--- config.mk ---
export PLATFORM = sky130hd
export DESIGN_NAME = prog_clk_div
export DESIGN_NICKNAME = d
export VERILOG_FILES = /design/src/rtl/clk_div_pkg.sv /design/src/rtl/prog_clk_div_odd_duty_retimer.sv /design/src/rtl/prog_clk_div.sv
export SDC_FILE = /design/constraint.sdc
export NUM_CORES = 1
export LEC_CHECK = 0
export ABC_AREA = 1
export CORE_MARGIN = 1
export CORE_UTILIZATION = 38
export DETAILED_ROUTE_END_ITERATION = 16
export GPL_TIMING_DRIVEN = 0
export MAX_ROUTING_LAYER = met4
export SLEW_MARGIN = 20
export SYNTH_ARGS = -nofsm -noshare
export SYNTH_HDL_FRONTEND = slang
export SYNTH_SLANG_ARGS = --single-unit
--- constraint.sdc ---
create_clock -name clk -period 6.4 [get_ports clk]
set_input_delay 0.96 -clock clk [delete_from_list [all_inputs] [get_ports clk]]
set_output_delay 0.96 -clock clk [all_outputs]
set_load 0.1 [all_outputs]
--- src/rtl/clk_div_pkg.sv ---
// Shared constants for the programmable clock divider.
package clk_div_pkg;

  // Default counter / ratio width.
  localparam int CNT_W_DEFAULT   = 8;

  // Divide ratio in force after reset.
  localparam int DEF_DIV_DEFAULT = 6;

  // Smallest ratio that still yields a high and a low phase.
  localparam int MIN_RATIO       = 2;

endpackage

--- src/rtl/prog_clk_div_odd_duty_retimer.sv ---
// Falling-edge retiming of the phase flag, used to trim odd ratios to 50% duty.
module odd_duty_retimer (
  input  logic clk,
  input  logic rst_n,
  input  logic en,
  input  logic pos,
  output logic neg_q
);

  // Half-cycle delayed copy of pos. While paused, pos is frozen, so the stage only
  // finishes the half-cycle delay of the last enabled edge and then holds its level.
  always_ff @(negedge clk) begin
    if (!rst_n) begin
      neg_q <= 1'b0;
    end else if (en || (neg_q != pos)) begin
      neg_q <= pos;
    end
  end

endmodule

--- src/rtl/prog_clk_div.sv ---
// Programmable clock divider: period N clk cycles, 50% duty for even and odd N,
// ratio changes deferred to the next period boundary so no runt period appears.
module prog_clk_div
  import clk_div_pkg::*;
#(
  parameter int CNT_W   = CNT_W_DEFAULT,
  parameter int DEF_DIV = DEF_DIV_DEFAULT
) (
  input  logic             clk,
  input  logic             rst_n,
  input  logic             en,
  input  logic             load,
  input  logic [CNT_W-1:0] div_ratio,
  output logic             clk_out,
  output logic             tick,
  output logic             cfg_err
);

  localparam logic [CNT_W-1:0] RATIO_RST = CNT_W'(DEF_DIV);
  localparam logic [CNT_W-1:0] CNT_RST   = CNT_W'(DEF_DIV - 1);
  localparam logic [CNT_W-1:0] RATIO_MIN = CNT_W'(MIN_RATIO);
  localparam logic [CNT_W-1:0] ONE       = CNT_W'(1);

  logic [CNT_W-1:0] ratio_reg;
  logic [CNT_W-1:0] cnt_reg;
  logic [CNT_W-1:0] pend_reg;
  logic             pend_vld_reg;
  logic             pos_reg;
  logic             tick_reg;
  logic             cfg_err_reg;

  logic             boundary;
  logic             apply_pend;
  logic             load_ok;
  logic [CNT_W-1:0] ratio_next;
  logic [CNT_W-1:0] cnt_next;
  logic [CNT_W:0]   half_next;
  logic             pos_next;
  logic             neg_q;

  // Next-state of the period counter; the high-phase length is taken from the
  // ratio that will be active after this edge, so a new ratio starts cleanly.
  always_comb begin
    boundary   = (cnt_reg == (ratio_reg - ONE));
    apply_pend = boundary && pend_vld_reg;
    ratio_next = apply_pend ? pend_reg : ratio_reg;
    cnt_next   = boundary ? '0 : (cnt_reg + ONE);
    // ceil(ratio/2), one bit wider so a full-scale ratio cannot wrap
    half_next  = ({1'b0, ratio_next} + {{CNT_W{1'b0}}, 1'b1}) >> 1;
    pos_next   = ({1'b0, cnt_next} < half_next);
    load_ok    = (div_ratio >= RATIO_MIN);
  end

  // Counter, active ratio and phase flag; all frozen while en is low.
  always_ff @(posedge clk) begin
    if (!rst_n) begin
      ratio_reg <= RATIO_RST;
      cnt_reg   <= CNT_RST;
      pos_reg   <= 1'b0;
      tick_reg  <= 1'b0;
    end else begin
      if (en) begin
        ratio_reg <= ratio_next;
        cnt_reg   <= cnt_next;
        pos_reg   <= pos_next;
      end
      tick_reg <= en & boundary;
    end
  end

  // Pending-ratio capture and rejection flag; loads are accepted even when paused.
  always_ff @(posedge clk) begin
    if (!rst_n) begin
      pend_reg     <= RATIO_RST;
      pend_vld_reg <= 1'b0;
      cfg_err_reg  <= 1'b0;
    end else begin
      cfg_err_reg <= load & ~load_ok;
      if (load && load_ok) begin
        // a new request wins over the clear of one consumed at this same boundary
        pend_reg     <= div_ratio;
        pend_vld_reg <= 1'b1;
      end else if (en && apply_pend) begin
        pend_vld_reg <= 1'b0;
      end
    end
  end

  odd_duty_retimer u_retimer (
    .clk   (clk),
    .rst_n (rst_n),
    .en    (en),
    .pos   (pos_reg),
    .neg_q (neg_q)
  );

  // Odd ratios lose the first half cycle of the high phase; even ratios use pos directly.
  assign clk_out = ratio_reg[0] ? (pos_reg & neg_q) : pos_reg;
  assign tick    = tick_reg;
  assign cfg_err = cfg_err_reg;

endmodule

=== Word-level counts from Yosys, hierarchy flattened ===
Cells that the tools add are included.

* Output and inout port bits: 3
* Register bits: 29
* Word-level logic and storage cells: 29

* $add $sub $neg: 3
* Reduce and logical (&&, ||, !) cells: 5
* Bitwise gates (word level): 4
* Magnitude comparators: 2
* Mux-type cells: 5
* Eq/ne operators: 2

{| class="wikitable"
|+ Operators with widths
! cell !! count
|-
| 2-to-1 mux 8 bit || 2
|-
| adder 8 x 1 -> 9 bit, second input constant || 1
|-
| adder 8 x 1 -> 8 bit, second input constant || 1
|-
| equality test 8 bit || 1
|-
| greater-or-equal comparator 8 x 2 -> 1 bit, second input constant || 1
|-
| < comparator 8 bit || 1
|-
| subtractor 8 x 1 -> 8 bit, second input constant || 1
|-
| bitwise AND 1 bit || 3
|-
| logical AND 1 bit || 3
|-
| 2-to-1 mux 1 bit || 3
|-
| nonzero test 2 bit || 1
|-
| logical OR 1 bit || 1
|-
| inequality test 1 bit || 1
|-
| inverter 1 bit || 1
|}

=== Logic depth before layout (Yosys ltp) ===
* Depth in word-level cells: 6
* Depth in mapped cells: 27
* Depth with buffers taken out: 26

=== Hierarchy ===
From an unflattened synthesis, not the netlist that was laid out.

* Cell total of the unflattened synthesis: 292
* Area total of the unflattened synthesis: 1884.3 sq um

{| class="wikitable"
|+ By module, submodules not included
! module !! sequential area each (sq um) !! area each (sq um) !! instances !! cells each
|-
| prog_clk_div || 560.5 || 1853.0 || 1 || 288
|-
| odd_duty_retimer || 20.0 || 31.3 || 1 || 4
|}

==> run summary <==
CP Cell Sequence: ha_1 > nand2_1 > o21ai_0 > clkdlybuf4s50_1
RSZ-0062 raised after global routing: no
WL/cell: 11.5 um
hold-fix buffers at CTS: 0
post-route worst setup slack: 0.171 ns
Comb pwr share: 0.269
share of power burned in registers: 0.426
#FFs+latches synth: 29
Slew headroom: 0.351
CTS Sinks: 29
Post-Synthesis Cell Area: 0.00193 sq mm
VDD IR-drop max: 0.180 mV
area share of the largest cell type after synthesis: 0.301
Ports: 15
Crit-path slowest cell: clkdlybuf4s50_1
post-cts sizing count: 0
largest family of logic cells by synthesized area: simple AND/OR/NAND/NOR gates
LEAKAGE: 1.12 nW
clock share of power: 0.305
top cells by area, synth: dfxtp_1, nand2_1, inv_1
Adder-Cell Fraction of Synth Area: 0.0713
final net count: 346
clk_lat worst skew: 0.34 ns
non-filler cells, final: 391
DP Worst Slack: 0.515 ns
cell count after synthesis: 303
GRT Overall Usage: 0.199
die footprint: 0.00537 sq mm
Post-synth top cells: nand2_1, inv_1, nor2_1
vias per inst: 4.74
fin util: 0.462
routability cong.: 0.835
Remaining DRCs: 0
EDFF count, synth: 0
DP Wirelength: 3640 um
most frequent cell after synthesis: nand2_1
Hold WS: 0.457 ns
Root Driver: clkbuf_8
CTS tree: done
I/O Buffers: 13
CP Data Required Time: 5.44 ns
final hold violations: 0
Antenna Cells: 0
via count: 1853
CP Max Fanout: 2
htree depth: 2
status: completed
Initial Util: 0.401
max-cap viol count: 0
first-pass GRT wire length: 7800 um
post-route ant nets: 0
FP Rows: 25
TritonCTS buffer count: 5
Final Power: 0.483 mW
Final Cell Area: 0.00223 sq mm
First-pass DRT Iterations: 5
gr ovfl total: 0
clock-pin slew on the worst setup and hold paths: 0.06 ns
PwrDens: 217 mW/mm^2
mux cell area share after synthesis: 0
Most used DFF post-synth: dfxtp_1
crit path DAT: 5.27 ns
Simple-Gate Fraction of Synth Area: 0.335
crit start category: register
dpl cells: 383
Async SR Flop Fraction: 0
Die Span X: 73.3 um
1st-iter DRT viols: 78
synth warn: 0
vias in the first global route: 1690
Pint: 0.317 mW
sequential share of the synthesized area: 0.301
WP buf/inv: 1
setup_tns: 0 ns
Fin Clk Skew: 0.0544 ns
class of the worst hold path: register to register
Worst Setup End Kind: primary output
sw power: 0.166 mW
CTS Buffer Depth: 2
largest net degree at the start of global routing: 11
Post-Syn Area per Cell: 6.37 sq um
post-synth net total: 326
area growth from synthesis to layout: 15.4%
actual slew at the worst max-slew pin: 0.971 ns
final WL: 4510 um
CP top delay family: buffers and inverters
area leader, netlist: dfxtp_1
dpl cell area: 0.00214 sq mm
compound-cell area share of the yosys netlist: 0.149
initial antenna violation count: 0
Synth cell types: 30
share of cells above drive strength 1: 0.0988
Finish-stage setup viols: 0
max-slew violation count: 0
Switching Share: 0.343
area of the core: 0.00482 sq mm
setup bufs post-CTS: 0
crit-path max cell delay: 1.15 ns
Setup CP Type: register to primary output
Post-Synth XOR/XNOR Area: 0.0363
Die H: 73.3 um
[power by group through the flow]
stage          combinational [mW]  sequential (mW)  clock (mW)
2_1_floorplan              0.0984            0.208     0.00196
3_3_place_gp                0.128            0.210     0.00196
3_5_place_dp                0.131            0.210     0.00196
4_1_cts                     0.132            0.206       0.151
5_1_grt                     0.150            0.208       0.159
6_report                    0.130            0.206       0.147
[worst register-to-register path: cells and delay by family, from the launching register on]
kind,cells,cell delay (ns)
flip-flops,1,0.32
adder cells (fa/ha/maj),1,0.29
AND/OR/NAND/NOR,3,0.22
AO/OA/AOI/OAI,1,0.11
[layout make-up]
| cell class | count | area, sq um |
|---|---|---|
| Buffer | 7 | 33.8 |
| Fill cell | 549 | 2590 |
| Clock buffer | 5 | 68.8 |
| Inverter | 45 | 169 |
| Tap cell | 67 | 83.8 |
| Multi-Input combinational cell | 221 | 1140 |
| Clock inverter | 4 | 17.5 |
| Timing Repair Buffer | 13 | 130 |
| Sequential cell | 29 | 581 |
[cell families after synthesis]
kind of cell    count (synthesis)
simple gates                  152
flops                          29
buf+inv                        53
fa+ha+maj                      11
compound gates                 50
xor+xnor                        8
[worst paths after layout]
check	to	slack (ns)	from	cells past startpoint
setup / recovery	clk_out	0.17	u_retimer.neg_q$_SDFFE_NN0P_	4
hold reg to reg	pend_reg[1]$_SDFFE_PN1P_	0.46	pend_reg[1]$_SDFFE_PN1P_	2
hold / removal	pend_reg[1]$_SDFFE_PN1P_	0.46	pend_reg[1]$_SDFFE_PN1P_	2
setup reg to reg	u_retimer.neg_q$_SDFFE_NN0P_	2.18	pos_reg$_SDFFE_PN0P_	5
[cell usage in the layout (no fill, tap or decap)]
cell / count
nor3_1: 2
nand3_2: 1
clkdlybuf4s50_1: 13
a2111oi_0: 1
nor2_2: 4
a21oi_1: 16
nand2_2: 6
dfxtp_1: 29
nand4_1: 1
clkbuf_8: 5
a21oi_2: 1
and2_4: 1
o21ai_0: 18
nor2_1: 38
nand2_4: 1
xnor2_1: 4
ha_1: 11
clkinv_1: 1
nand2_1: 80
and3_1: 1
inv_1: 40
o21ai_2: 4
o211ai_1: 5
clkbuf_1: 6
a211oi_1: 1
xor2_1: 4
nand3_1: 15
clkinv_2: 2
o21ai_1: 4
or4_1: 1
inv_2: 6
buf_6: 1
nor4_1: 1
[routing by layer]
metal | global-route usage | share of wire | vias to the layer above
met3 | 0.0329 | 0.031 | 8
li1 | - | - | 997
met2 | 0.314 | 0.45 | 35
met5 | - | 0 | -
met4 | 0.0588 | 0.013 | 0
met1 | 0.261 | 0.50 | 813
(Power assumes the default switching activity.)
